$ cat src/rtl/c_fetch_pkg.sv
// Shared types and sizing helpers for the compressed-extension fetch controller.
package c_fetch_pkg;

  localparam logic [31:0] RESET_PC_DEFAULT   = 32'h0000_0000;
  localparam int          FIFO_DEPTH_DEFAULT = 4;
  localparam int          MAX_OUTST_DEFAULT  = 2;

  typedef struct packed {
    logic [31:0] pc;
    logic [31:0] word;
  } fetch_entry_t;

  // Width needed to hold any count from 0 up to and including max_val.
  function automatic int cnt_width(input int max_val);
    return $clog2(max_val + 1);
  endfunction

  localparam int FIFO_CNT_W  = cnt_width(FIFO_DEPTH_DEFAULT);
  localparam int OUTST_CNT_W = cnt_width(MAX_OUTST_DEFAULT);

endpackage

$ cat src/rtl/c_fetch_fifo.sv
// In-order buffer of fetched words and their PCs; head is read straight from storage.
module c_fetch_fifo
  import c_fetch_pkg::*;
#(
  parameter int  DEPTH = FIFO_DEPTH_DEFAULT,
  localparam int PTR_W = $clog2(DEPTH),
  localparam int CNT_W = cnt_width(DEPTH)
) (
  input  logic               clk,
  input  logic               reset,
  input  logic               push,
  input  fetch_entry_t       push_data,
  input  logic               pop,
  input  logic               flush,
  output logic [CNT_W-1:0]   count,
  output fetch_entry_t       head
);

  fetch_entry_t     mem [DEPTH];
  logic [PTR_W-1:0] wr_ptr;
  logic [PTR_W-1:0] rd_ptr;

  // Flush outranks push and pop so a redirect never leaves stale words behind.
  always_ff @(posedge clk or negedge reset) begin
    if (!reset) begin
      wr_ptr <= '0;
      rd_ptr <= '0;
      count  <= '0;
      for (int i = 0; i < DEPTH; i++) mem[i] <= '0;
    end else if (flush) begin
      wr_ptr <= '0;
      rd_ptr <= '0;
      count  <= '0;
    end else begin
      if (push) begin
        mem[wr_ptr] <= push_data;
        wr_ptr      <= wr_ptr + PTR_W'(1);
      end
      if (pop) rd_ptr <= rd_ptr + PTR_W'(1);
      count <= count + CNT_W'(push) - CNT_W'(pop);
    end
  end

  assign head = mem[rd_ptr];

endmodule

$ cat src/rtl/c_fetch_ctrl.sv
// Fetch producer for the realigner: issues word fetches, buffers responses,
// and handles branch redirects with discard of in-flight responses.
module c_fetch_ctrl
  import c_fetch_pkg::*;
#(
  parameter logic [31:0] RESET_PC   = RESET_PC_DEFAULT,
  parameter int          FIFO_DEPTH = FIFO_DEPTH_DEFAULT,
  parameter int          MAX_OUTST  = MAX_OUTST_DEFAULT
) (
  input  logic        clk,
  input  logic        reset,
  output logic        imem_req_o,
  output logic [31:0] imem_addr_o,
  input  logic        imem_gnt_i,
  input  logic        imem_rvalid_i,
  input  logic [31:0] imem_rdata_i,
  input  logic        branch_taken_i,
  input  logic [31:0] branch_target_i,
  input  logic        stall_pc_i,
  output logic        inst_valid_o,
  output logic [31:0] inst_o,
  output logic [31:0] pc_o,
  output logic        sel_for_branch_o,
  output logic        start_upper_o
);

  localparam int CNT_W = cnt_width(FIFO_DEPTH);
  localparam int OUT_W = cnt_width(MAX_OUTST);
  localparam int SUM_W = ((CNT_W > OUT_W) ? CNT_W : OUT_W) + 1;

  logic              active;
  logic [31:0]       fpc;
  logic [31:0]       pc_tag;
  logic [OUT_W-1:0]  outstanding;
  logic [OUT_W-1:0]  discard;
  logic [OUT_W-1:0]  outst_next;
  logic              pend_sel;
  logic              pend_upper;
  logic [CNT_W-1:0]  fifo_count;
  logic [SUM_W-1:0]  in_flight;
  logic              has_room;
  logic              issue;
  logic              push;
  logic              pop;
  logic [31:0]       target_word;
  logic              target_unused;
  fetch_entry_t      head;
  fetch_entry_t      push_data;

  // Slots are reserved at issue time, so a response can always be pushed.
  assign in_flight   = SUM_W'(fifo_count) + SUM_W'(outstanding);
  assign has_room    = (outstanding < OUT_W'(MAX_OUTST)) && (in_flight < SUM_W'(FIFO_DEPTH));
  assign imem_req_o  = active && has_room && !branch_taken_i;
  assign imem_addr_o = fpc;
  assign issue       = imem_req_o && imem_gnt_i;
  assign outst_next  = outstanding + OUT_W'(issue) - OUT_W'(imem_rvalid_i);

  assign target_word   = {branch_target_i[31:2], 2'b00};
  assign target_unused = branch_target_i[0];

  assign push      = imem_rvalid_i && (discard == '0) && !branch_taken_i;
  assign pop       = inst_valid_o && !stall_pc_i && !branch_taken_i;
  assign push_data = '{pc: pc_tag, word: imem_rdata_i};

  c_fetch_fifo #(.DEPTH(FIFO_DEPTH)) u_fifo (
    .clk       (clk),
    .reset     (reset),
    .push      (push),
    .push_data (push_data),
    .pop       (pop),
    .flush     (branch_taken_i),
    .count     (fifo_count),
    .head      (head)
  );

  assign inst_valid_o     = (fifo_count != '0);
  assign inst_o           = head.word;
  assign pc_o             = head.pc;
  assign sel_for_branch_o = pend_sel && inst_valid_o;
  assign start_upper_o    = pend_upper && sel_for_branch_o;

  // On redirect every response still owed by memory is stale, so discard
  // simply becomes the post-cycle outstanding count; back-to-back redirects
  // therefore never double count.
  always_ff @(posedge clk or negedge reset) begin
    if (!reset) begin
      active      <= 1'b0;
      fpc         <= RESET_PC;
      pc_tag      <= RESET_PC;
      outstanding <= '0;
      discard     <= '0;
      pend_sel    <= 1'b0;
      pend_upper  <= 1'b0;
    end else begin
      active      <= 1'b1;
      outstanding <= outst_next;
      if (branch_taken_i) begin
        fpc        <= target_word;
        pc_tag     <= target_word;
        discard    <= outst_next;
        pend_sel   <= 1'b1;
        pend_upper <= branch_target_i[1];
      end else begin
        if (issue) fpc <= fpc + 32'd4;
        if (imem_rvalid_i) begin
          if (discard != '0) discard <= discard - OUT_W'(1);
          else               pc_tag  <= pc_tag + 32'd4;
        end
        if (pop) pend_sel <= 1'b0;
      end
    end
  end

endmodule

$ cat config.mk
export PLATFORM = sky130hd
export DESIGN_NAME = c_fetch_ctrl
export DESIGN_NICKNAME = d
export VERILOG_FILES = /design/src/rtl/c_fetch_pkg.sv /design/src/rtl/c_fetch_fifo.sv /design/src/rtl/c_fetch_ctrl.sv
export SDC_FILE = /design/constraint.sdc
export NUM_CORES = 1
export LEC_CHECK = 0
export CAP_MARGIN = 0
export CORE_UTILIZATION = 37
export DETAILED_ROUTE_END_ITERATION = 16
export GPL_TIMING_DRIVEN = 1
export PLACE_DENSITY = 0.57
export SLEW_MARGIN = 40
export SYNTH_ARGS = -nofsm -noshare
export SYNTH_HDL_FRONTEND = slang
export SYNTH_HIERARCHICAL = 1
export SYNTH_SLANG_ARGS = --single-unit
export TNS_END_PERCENT = 30
$ cat constraint.sdc
create_clock -name clk -period 6.6 [get_ports clk]
set_input_delay 0.99 -clock clk [delete_from_list [all_inputs] [get_ports clk]]
set_output_delay 0.99 -clock clk [all_outputs]
set_load 0.02 [all_outputs]
* After elaboration in Yosys (flattened, before gate mapping)
Cells that the tools add are included.
Storage, ports and cells: bits of input ports 70, logic and storage cells 82, flip-flop bits (word level) 334, output and inout bits 100
Cells by class: bitwise logic cells 3, order comparisons 5, eq/ne operators 1, reductions and logical operators 24, add/sub/neg operators 10, mux-type cells 21
Operator list (count):
- 256-bit bitwise mux | 1
- 64-bit two-way mux | 3
- 32-bit two-way mux | 5
- 64-bit binary-select mux with 2-bit select | 1
- 64-bit demux with 2-bit select | 1
- 32-bit by 3-bit adder with 32-bit output (second input constant) | 2
- 2-bit two-way mux | 7
- 2-bit nonzero test | 6
- 1-bit logical AND | 11
- 3-bit greater-or-equal comparator (second input constant) | 2
- 2-bit NOT with 3-bit output | 2
- 2-bit AND reduction | 3
- 2-bit by 1-bit adder with 2-bit output (second input constant) | 2
- 3-bit by 2-bit adder with 4-bit output | 1
- 4-bit by 3-bit < comparator with 1-bit output (second input constant) | 1
- 3-bit by 1-bit adder with 3-bit output | 1
- 3-bit by 1-bit < comparator with 1-bit output (second input constant) | 1
- 3-bit two-way mux | 1
- 3-bit nonzero test | 1
- 3-bit by 1-bit subtractor with 3-bit output | 1
- 2-bit by 1-bit adder with 2-bit output | 1
- 1-bit logical NOT | 2
- 2-bit logical NOT | 1
- 2-bit < comparator (second input constant) | 1
- 5 further kinds | 6

* Depth between registers and ports, before layout
word-level depth 9, gate-level depth with buffers 11, gate-level depth less buffers 11

* By module
Netlist, hierarchy kept.
Modules (own cells, without submodules):
- c_fetch_fifo | seq. area each 6581.3 µm², area an instance 12354.3 µm², instances 1, cells an instance 657
- c_fetch_ctrl | seq. area each 1676.6 µm², area an instance 3804.9 µm², instances 1, cells an instance 391

* Least setup slack after synthesis
Ideal clock, no wire load.
path type input to register, from input port branch_taken_i, to register u_fifo.count[2], setup slack 3.745 ns, path buffers 1, arrival time 2.739 ns, stages 9, library setup time 0.116 ns, data required time 6.484 ns, path through clkbuf_1 nor3b_1 ha_1 inv_1 ha_1 inv_1 fa_1 xnor3_1 nor2_1
On the way: elaborated cells between the ends (all ways) 6, those cells by class add/sub (2); mux (1); reduce/logical (3)
RTL lines:
- from (decl) | line c_fetch_ctrl.sv:17 | input logic branch_taken_i,
- 1-bit logical NOT | line c_fetch_ctrl.sv:62 | assign pop = inst_valid_o && !stall_pc_i && !branch_taken_i;
- 1-bit logical AND | line c_fetch_ctrl.sv:62
- via pop | line c_fetch_ctrl.sv:44 | logic pop;
- 3-bit by 1-bit subtractor with 3-bit output | line c_fetch_fifo.sv:40 | count <= count + CNT_W'(push) - CNT_W'(pop);
- 3-bit two-way mux | line c_fetch_fifo.sv:30 | end else if (flush) begin
- to (signal assigned) | line c_fetch_fifo.sv:40
- to (decl) | line c_fetch_fifo.sv:15 | output logic [CNT_W-1:0] count,
The timed path passes the listed nets, and every way through them passes these cells. A chain may end at the register's enable or synchronous reset.

* Worst setup path after layout
from register u_fifo.rd_ptr[1], to output port inst_o[0]
On the way: cells in the longest elaborated chain, start to end 4
Ends and longest elaborated chain:
- from (decl) | line c_fetch_fifo.sv:21 | logic [PTR_W-1:0] rd_ptr;
- from (signal assigned) | line c_fetch_fifo.sv:39 | if (pop) rd_ptr <= rd_ptr + PTR_W'(1);
- 2-bit NOT with 3-bit output (not written as such) | line c_fetch_fifo.sv:44 | assign head = mem[rd_ptr];
- 64-bit binary-select mux with 2-bit select | line c_fetch_fifo.sv:44
- 64-bit two-way mux (not written as such) (2 in series) | line c_fetch_fifo.sv:44
- to (decl) | line c_fetch_ctrl.sv:21 | output logic [31:0] inst_o,
No other way between the ends. The select of a mux whose other input is x is not followed.

==> results.rst <==
.. list-table::
   :header-rows: 1

   * - Metric
     - Value
   * - Top cell type's share of synthesized area
     - 0.511
   * - Nature of the critical path endpoint
     - output pin
   * - CTS hold repair buffers
     - 0
   * - Horiz. Die Dim
     - 211 µm
   * - Final layout net count
     - 1,306
   * - Layout Cells excl Fill
     - 1,834
   * - Category of the worst setup path launch point
     - flop
   * - Worst-path maximum fanout
     - 41
   * - Worst setup skew after layout
     - 0.0169 ns
   * - Fmax
     - approximately 240 MHz
   * - Endpoint of the most critical register-to-register path
     - discard[1]
   * - Cts bufs inserted
     - 39
   * - Max-cap violation count
     - 0
   * - Final worst path period share
     - 0.625
   * - Via count of the first global-routing pass
     - approximately 10,000
   * - Hold violation total from the final report
     - 0
   * - Number of placed instances with taps included
     - 1,766
   * - Largest net degree at the start of global routing
     - 106
   * - DRC viols
     - 0
   * - Aggregate global-route resource usage
     - 0.171
   * - Routed wire per std cell
     - 20.1 µm
   * - Clock root buffer master
     - sky130_fd_sc_hd__clkbuf_16
   * - Launching point of the worst reg2reg path
     - outstanding[1]
   * - Number of sinks handled by clock tree synthesis
     - 330
   * - Number of buffers inserted to repair setup after CTS
     - 0
   * - Req. time, crit path
     - 5.61 ns
   * - Count of cells along the worst register-to-register path
     - 12
   * - CTS tree
     - yes
   * - Data arrival time at the worst-slack endpoint
     - 3.14 ns
   * - Wire length of the first global-routing pass
     - 59,100 µm
   * - Number of antenna violations at the first check in global routing
     - 0
   * - Cts repair resizes
     - 0
   * - Shortest period the worst path allows
     - 4.13 ns
   * - Worst slack after detailed placement
     - 2.88 ns
   * - HPWL after detailed placement
     - roughly 23,000 µm
   * - Detailed Route WL
     - 36,800 µm
   * - Unrepaired setup endpoints after global routing
     - false
   * - Flip-flop and latch count after synthesis
     - 330
   * - Vias per std cell
     - 5.03
   * - Final Max Tran Viols
     - 0
   * - Clock-pin slew on the worst setup and hold paths
     - approximately 0.060 ns
   * - Die area
     - 44,500 µm²
   * - Synthesized cell area
     - 16,200 µm²
   * - I/O pin count
     - 170
   * - Height of the die
     - between 200 and 250 µm
   * - Avg Inst Size Synth
     - between 15 and 20 µm²
   * - Number of enable-type register cells in the synthesized netlist
     - 0
   * - Outcome
     - finished, final reports clean
   * - Number of library cell types mapped by synthesis
     - 56
   * - Initial DRC count
     - 397
   * - Remaining global-route overflow
     - 0
   * - Via total after detailed routing
     - 9,229
   * - Effective utilization at floorplan
     - 0.375
   * - Register area share after synthesis
     - 0.511
   * - Number of placement rows
     - 76
   * - GP Congestion
     - 0.769
   * - Worst setup slack for register-to-register paths
     - 3.49 ns
   * - Input/output buffers
     - 166
   * - Total of warnings raised by yosys
     - 6
   * - Number of nets with antenna violations after detailed routing
     - 0
   * - Crit Path Category
     - flop to output pin
   * - Normalized max-slew margin
     - 0.461
   * - Met2 track utilization from global routing
     - 0.258
   * - # diodes
     - 0
   * - Synth async-reset ratio
     - 1.00
   * - Maximum buffer depth of the clock tree
     - 3
   * - Met3 Track Usage GR
     - 0.0330
   * - Largest cells by area after synthesis
     - sky130_fd_sc_hd__dfrtp_1 51%, sky130_fd_sc_hd__mux2_4 17%, sky130_fd_sc_hd__mux4_2 8.9%
   * - Finish-stage setup viols
     - 0
   * - Synth Flop Type
     - sky130_fd_sc_hd__dfrtp_1
   * - Busiest layer in global routing
     - met2
   * - Highest ir drop seen on vdd
     - 0.171 mV
   * - Measured slew at the worst slew-check pin
     - 0.809 ns
   * - Number of H-tree branching levels
     - 2
   * - PD cells
     - 367 nW/µm²
   * - Global routing met1 resource utilization
     - 0.251
   * - Fraction of layout instances using a drive strength above 1
     - 0.340
   * - Clock insertion delay at the later pin of the skew report
     - 0.54 ns
   * - Cell accounting for the most synthesized area
     - sky130_fd_sc_hd__dfrtp_1
   * - DRT Pass-1 Iters
     - 4
   * - Min setup slack post-route
     - 2.47 ns
   * - Area added between synthesis and finish
     - 21.1%
   * - Aggregate negative setup slack
     - 0 ns
   * - Post-Syn Instances
     - 1,048
   * - Type of the tightest min-delay check
     - input pin to async pin
   * - Core area
     - 43,100 µm²
   * - Static leakage
     - between 9 and 10 nW
worst max path at each step:
stage | startpoint | to | slack [ns] | depth (start not counted)
finish | u_fifo/rd_ptr[1] | inst_o[0] | 2.47 | 3
global route | u_fifo/rd_ptr[0] | pc_o[17] | 2.25 | 3
CTS | u_fifo/rd_ptr[0] | pc_o[3] | 2.34 | 3
detailed placement | imem_rvalid_i | u_fifo/mem[95] | 2.88 | 7
global placement | imem_rvalid_i | u_fifo/mem[95] | 2.63 | 7
floorplan | branch_taken_i | u_fifo/count[2] | 3.74 | 9
state kept, by name, indices dropped and copies added (netlist names):
register / cells
imem_addr_o: 30
u_fifo/rd_ptr: 2
outstanding: 2
u_fifo/mem: 256
discard: 2
active: 1
pc_tag: 30
pend_sel: 1
u_fifo/wr_ptr: 2
pend_upper: 1
u_fifo/count: 3
kinds of logic (layout without fill, tap and decap cells):
family / count (synthesis) / after routing / share of synthesized area
muxes: 340 / 340 / 0.324
xor gates and xnor gates: 54 / 54 / 0.0301
buffers and inverters: 78 / 270 / 0.0378
other: 2 / 11 / 0.000465
DFF: 330 / 330 / 0.511
AOI/OAI and AO/OA: 55 / 55 / 0.0235
adders and majority gates: 13 / 13 / 0.0105
and+or+nand+nor: 176 / 176 / 0.0626
per-layer routing:
layer,vias up,part of all wire
met5,-,0
met4,0,0.019
met3,48,0.044
met2,191,0.45
met1,4830,0.49
li1,4160,-
metrics by stage:
stage / hold slack (ns) / util / power (W) / cell area [µm²]
final: 0.338 / 0.454 / 0.00717 / 19600
after global routing: 0.323 / 0.454 / 0.00755 / 19600
after CTS: 0.497 / 0.454 / 0.00730 / 19500
after detailed placement: 0.482 / 0.423 / 0.00500 / 18200
after global placement: 0.476 / 0.422 / 0.00496 / 18200
after floorplan: 0.459 / - / 0.00412 / 16200
cells in the final DEF, fill, tap and decap left out, types with 15 or more instances in the layout:
cell / Yosys / routed
sky130_fd_sc_hd__nand3_1: 31 / 31
sky130_fd_sc_hd__clkbuf_16: 0 / 41
sky130_fd_sc_hd__xnor2_1: 24 / 24
sky130_fd_sc_hd__mux4_2: 64 / 64
sky130_fd_sc_hd__dfrtp_1: 330 / 328
sky130_fd_sc_hd__nand2_1: 30 / 30
sky130_fd_sc_hd__a21boi_0: 26 / 26
sky130_fd_sc_hd__mux2_4: 184 / 184
sky130_fd_sc_hd__nor2_1: 26 / 26
sky130_fd_sc_hd__nand4_1: 23 / 23
sky130_fd_sc_hd__xor2_1: 29 / 29
sky130_fd_sc_hd__nand2b_1: 15 / 15
sky130_fd_sc_hd__inv_1: 16 / 16
sky130_fd_sc_hd__clkdlybuf4s50_1: 0 / 164
sky130_fd_sc_hd__mux2_2: 87 / 87
Yosys cell counts, drive strengths merged (2+ instances only):
cell,n
dfrtp,330
mux2,272
mux4,64
buf,48
nand3,31
nand2,30
xor2,29
a21boi,26
nor2,26
xnor2,24
nand4,23
inv,16
nand2b,15
clkbuf,13
ha,12
and3,10
a21oi,8
o21ai,8
nor3,7
and2,5
nand3b,5
nor4,5
and4,4
mux2i,4
nor2b,3
o211ai,3
or3,3
conb,2
nor4b,2
o21a,2
o31a,2
or4,2
final cells by class:
type | count | area (µm²)
multi-input combinational | 649 | 7340
tap | 585 | 732
timing repair buffer | 186 | 1850
clock buffer | 57 | 1150
sequential | 330 | 8260
clock inverter | 10 | 180
inverter | 17 | 63.8
fill | 3813 | 23500
worst max-delay path: stages, from the launching register on:
cell and delay (ns):
sky130_fd_sc_hd__dfrtp_2 0.84, sky130_fd_sc_hd__buf_4 0.68, sky130_fd_sc_hd__mux4_2 0.41, sky130_fd_sc_hd__clkdlybuf4s50_1 0.59
power breakdown:
group | total [W] | leakage (nW) | switching [W] | internal, W
registers | 0.00273 | 4.30 | 0.000308 | 0.00243
logic | 0.00220 | 4.24 | 0.000896 | 0.00130
clock network | 0.00224 | 0.643 | 0.000844 | 0.00139
total | 0.00717 | 9.18 | 0.00205 | 0.00513
(Power assumes the default switching activity.)
==> RTL edit 1, RTL diff (config.mk and constraints unchanged) <==
Take the reset off `outstanding` and load it in a clocked block of its own.
--- a/src/rtl/c_fetch_ctrl.sv
+++ b/src/rtl/c_fetch_ctrl.sv
@@ -87,13 +87,11 @@
       active      <= 1'b0;
       fpc         <= RESET_PC;
       pc_tag      <= RESET_PC;
-      outstanding <= '0;
       discard     <= '0;
       pend_sel    <= 1'b0;
       pend_upper  <= 1'b0;
     end else begin
       active      <= 1'b1;
-      outstanding <= outst_next;
       if (branch_taken_i) begin
         fpc        <= target_word;
         pc_tag     <= target_word;
@@ -111,5 +109,9 @@
     end
   end
 
+  always_ff @(posedge clk) begin
+    outstanding <= outst_next;
+  end
+
 endmodule
 
Formal check against the unedited RTL: not equivalent (Yosys sat finds a counterexample within 4 cycles, from zero or initial values and one cycle with reset low).
==> RTL edit 1 against the unedited design <==
Sequential share of layout area hardly changed. Hold slack gained 0.044 ns. Power decreased by 1.1%. Sequential power about the same. Final cell count barely moved. Design area about the same. Critical path depth did not move. Register-to-register slack improved by 0.08 ns. Fmax is 0.52% higher. Wire length is 0.82% lower. Setup slack better by 0.022 ns. Sequential cell count is the same. Area after synthesis about the same. Critical endpoint is now pc_o[16].
==> RTL edit 1: results (changes against the unedited design) <==
- Status: finished clean
- Sequential area share after synthesis: 51.07% (about the same)
- DP HPWL: 22.56 mm (-2.5%)
- Proportion of layout cells with a drive suffix above 1: 34.48% (+0.45 points)
- Leakage: 9.189 nW (+0.11%)
- Global-route wire length before repair: 59.40 mm (+0.56%)
- CP max FO: 29 (-29%)
- CP peak stage delay: 0.81 ns (-0.03 ns)
- Setup ws final: 2.494 ns (+0.02153 ns)
- DR iter-0 viols: 444 (+12%)
- Post-Place Worst Slack: 2.890 ns (+0.006910 ns)
- Vias in the first global route: 10130 (+1.1%)
- Synth area leaders: dfrtp_1 (51%), mux2_4 (17%), mux4_2 (8.9%)
- WL met1: 17.23 mm (-4.0%)
- VDD IR max: 0.1619 mV (-5.2%)
- R2R setup slack: 3.57 ns (+0.08 ns)
- DR WL/cell: 19.87 um (-0.88%)
- Clk_skew: 0.02824 ns (+0.01138 ns)
- Worst-Margin Slew: 0.7892 ns (-0.01935 ns)
- Largest net degree at the start of global routing: 134 (+26%)
- Critical Path End: pc_o[16]
- Slowest stage cell, crit path: dfrtp_4
- Count of cell types in the netlist: 57 (+1.8%)
- Syn Area/Cell: 15.41 um^2 (about the same)
- Crit path DAT: 3.12 ns (-0.02 ns)
- Crit Reg-Reg Startpoint: u_fifo/count[1]$_DFF_PN0_
- CTS buffer count: 39 (unchanged)
- WL met3: 1.682 mm (+4.8%)
- Sequential power: 2.74 mW (about the same)
- Crit path from: u_fifo/rd_ptr[0]$_DFFE_PN0P_
- Final hold slack: 0.3821 ns (+0.04394 ns)
- Fin nets: 1304 (-0.15%)
- Async set-reset flop share out of synthesis: 99.39% (-0.61 points)
- Dpl cell area: 18240 um^2 (+0.12%)
- GP Congestion: 0.7495 (-2.5%)
- Sw Ratio: 29.00% (+0.44 points)
- Synth top cells by count: dfrtp_1 (328), mux2_4 (184), mux2_2 (87), mux4_2 (64), nand3_1 (31)
==> RTL edit 1: layer usage <==
metal / vias up / global-route usage (%)
met3: 45 / 3.375
met4: 0 / 5.047
met5: - / 0
met1: 4770 / 24.22
li1: 4155 / -
met2: 209 / 26.63
==> RTL edit 1: kinds of logic after synthesis <==
kind of cell	count (synthesis)	share of synthesized area, %
adder cells (fa/ha/maj)	13	1.054
AND/OR/NAND/NOR	176	6.260
flip-flops	330	51.07
buffers and inverters	78	3.781
XOR/XNOR	54	3.014
multiplexers	340	32.42
other	2	0.04650
AO/OA/AOI/OAI	55	2.355
==> RTL edit 1: area by class of cell <==
| cell class | instances | area [um^2] |
|---|---|---|
| tap | 585 | 732.0 |
| clock inverter | 10 | 90.09 |
| fill | 3910 | 23500 |
| sequential | 330 | 8255 |
| multi-input combinational | 649 | 7346 |
| timing repair buffer | 184 | 1873 |
| inverter | 17 | 63.81 |
| clock buffer | 60 | 1216 |
==> RTL edit 2, RTL diff (config.mk and constraints unchanged) <==
Made on the original files. The package constant `FIFO_DEPTH_DEFAULT` goes from 4 to 2.
--- a/src/rtl/c_fetch_pkg.sv
+++ b/src/rtl/c_fetch_pkg.sv
@@ -2,7 +2,7 @@
 package c_fetch_pkg;
 
   localparam logic [31:0] RESET_PC_DEFAULT   = 32'h0000_0000;
-  localparam int          FIFO_DEPTH_DEFAULT = 4;
+  localparam int          FIFO_DEPTH_DEFAULT = 2;
   localparam int          MAX_OUTST_DEFAULT  = 2;
 
   typedef struct packed {
Check against the original RTL: not equivalent (Yosys sat finds a counterexample within 4 cycles, from zero or initial values and one cycle with reset low).
==> RTL edit 2 against the unedited design <==
Wire length fell by 37%. Power fell by 33%. Sequential cell count fell by 131. Setup slack improved by 0.094 ns. Area after synthesis fell by 38%. Design area fell by 36%. Final cell count fell by 29%. Core utilization rose by 1.5 points.
==> RTL edit 2: results (changes against the unedited design) <==
- VDD IR max: 0.1897 mV (+11%)
- Final-layout fill cell count: 2400 (-37%)
- Post-Synth XOR/XNOR Area: 2.223% (-0.79 points)
- Syn Inst Count: 791 (-25%)
- Largest net degree at the start of global routing: 105 (-0.94%)
- Mux contribution to synthesized area: 25.44% (-7.0 points)
- CP max FO: 9 (-78%)
- Status: finished clean
- DR iter-0 viols: 427 (+7.6%)
- Number of H-tree levels: 4 (+2)
- Sequential area share after synthesis: 49.42% (-1.7 points)
- Synth area leaders: dfrtp_1 (49%), mux2_2 (16%), mux2_4 (8.9%)
- Avg Vias per Cell: 5.206 (+3.4%)
- Placed Cells: 1271 (-28%)
- Clk_skew: 0.01797 ns (+0.001105 ns)
- DR WL/cell: 17.84 um (-11%)
- FF-to-FF path depth: 7 (-5)
- DP HPWL: 15.58 mm (-33%)
- Vias in the first global route: 6786 (-32%)
- Post-synthesis cell area: 10080 um^2 (-38%)
- Global-route wire length before repair: 38.32 mm (-35%)
- Count of cell types in the netlist: 57 (+1.8%)
- CTS buffer count: 17 (-56%)
- Reg2Reg Capture Point: imem_addr_o[28]$_DFFE_PN0P_
- GRT Total Usage: 17.33% (+0.20 points)
- Final hold slack: 0.4808 ns (+0.1426 ns)
- Clk buf depth: 2 (-1)
- Max reg flops: 128 (-50%)
- Leakage: 5.414 nW (-41%)
- Crit Reg-Reg Startpoint: outstanding[0]$_DFF_PN0_
-- RTL edit 2: report_power, final --
part           switching [mW]  total, mW  internal, mW
Combinational           0.785       1.82          1.03
Clock                   0.524       1.11         0.584
Sequential              0.247       1.85          1.60
-- RTL edit 2: worst max-delay path: stages, from the launching register on --
cell,delay [ns]
dfrtp_1,0.39
and2_1,0.17
fa_1,0.45
or4b_1,0.76
nor2_1,0.20
clkdlybuf4s50_1,0.62
-- RTL edit 2: logic make-up (layout without fill, tap and decap cells) --
logic type / Yosys count / after routing
fa+ha+maj: 8 / 8
other cells: 2 / 7
flops: 199 / 199
xor+xnor: 24 / 24
compound gates: 78 / 78
simple gates: 211 / 211
buf+inv: 61 / 228
mux: 208 / 208
-- RTL edit 2: through the flow --
step	worst slack, ns	instance area, um^2
after floorplan	3.612	10090
after global placement	2.287	11920
after detailed placement	2.637	11950
after CTS	2.545	12580
after global routing	2.421	12580
final	2.567	12580
-- RTL edit 2: worst max-delay path by stage --
stage                     slack (ns)                startpoint                         end  cells past startpoint
after floorplan                 3.61            branch_taken_i      discard[1]$_DFFE_PN0P_                     12
after global placement          2.29             imem_rvalid_i  u_fifo/mem[61]$_DFFE_PN0P_                      6
after detailed placement        2.64             imem_rvalid_i  u_fifo/mem[27]$_DFFE_PN0P_                      7
after CTS                       2.55  outstanding[0]$_DFF_PN0_                  imem_req_o                      5
after global routing            2.42  outstanding[0]$_DFF_PN0_                  imem_req_o                      5
final                           2.57  outstanding[0]$_DFF_PN0_                  imem_req_o                      5
-- RTL edit 2: area by class of cell --
cell class	count	area (um^2)	area share (%)
clock buffers	17	425.4	3.380
clock inverters	15	203.9	1.621
inverters	17	63.81	0.5071
multi-input cells	536	4707	37.40
flip-flops and latches	199	4981	39.58
well taps	341	426.7	3.390
repair buffers	179	1777	14.12
-- RTL edit 2: layer usage --
metal | global-route usage [%] | wire, um | share of wire [%]
met1 | 25.92 | 11960 | 51
met2 | 25.63 | 10130 | 44
met4 | 3.905 | 267 | 1.1
met5 | 0 | 0 | 0
met3 | 3.446 | 904 | 3.9
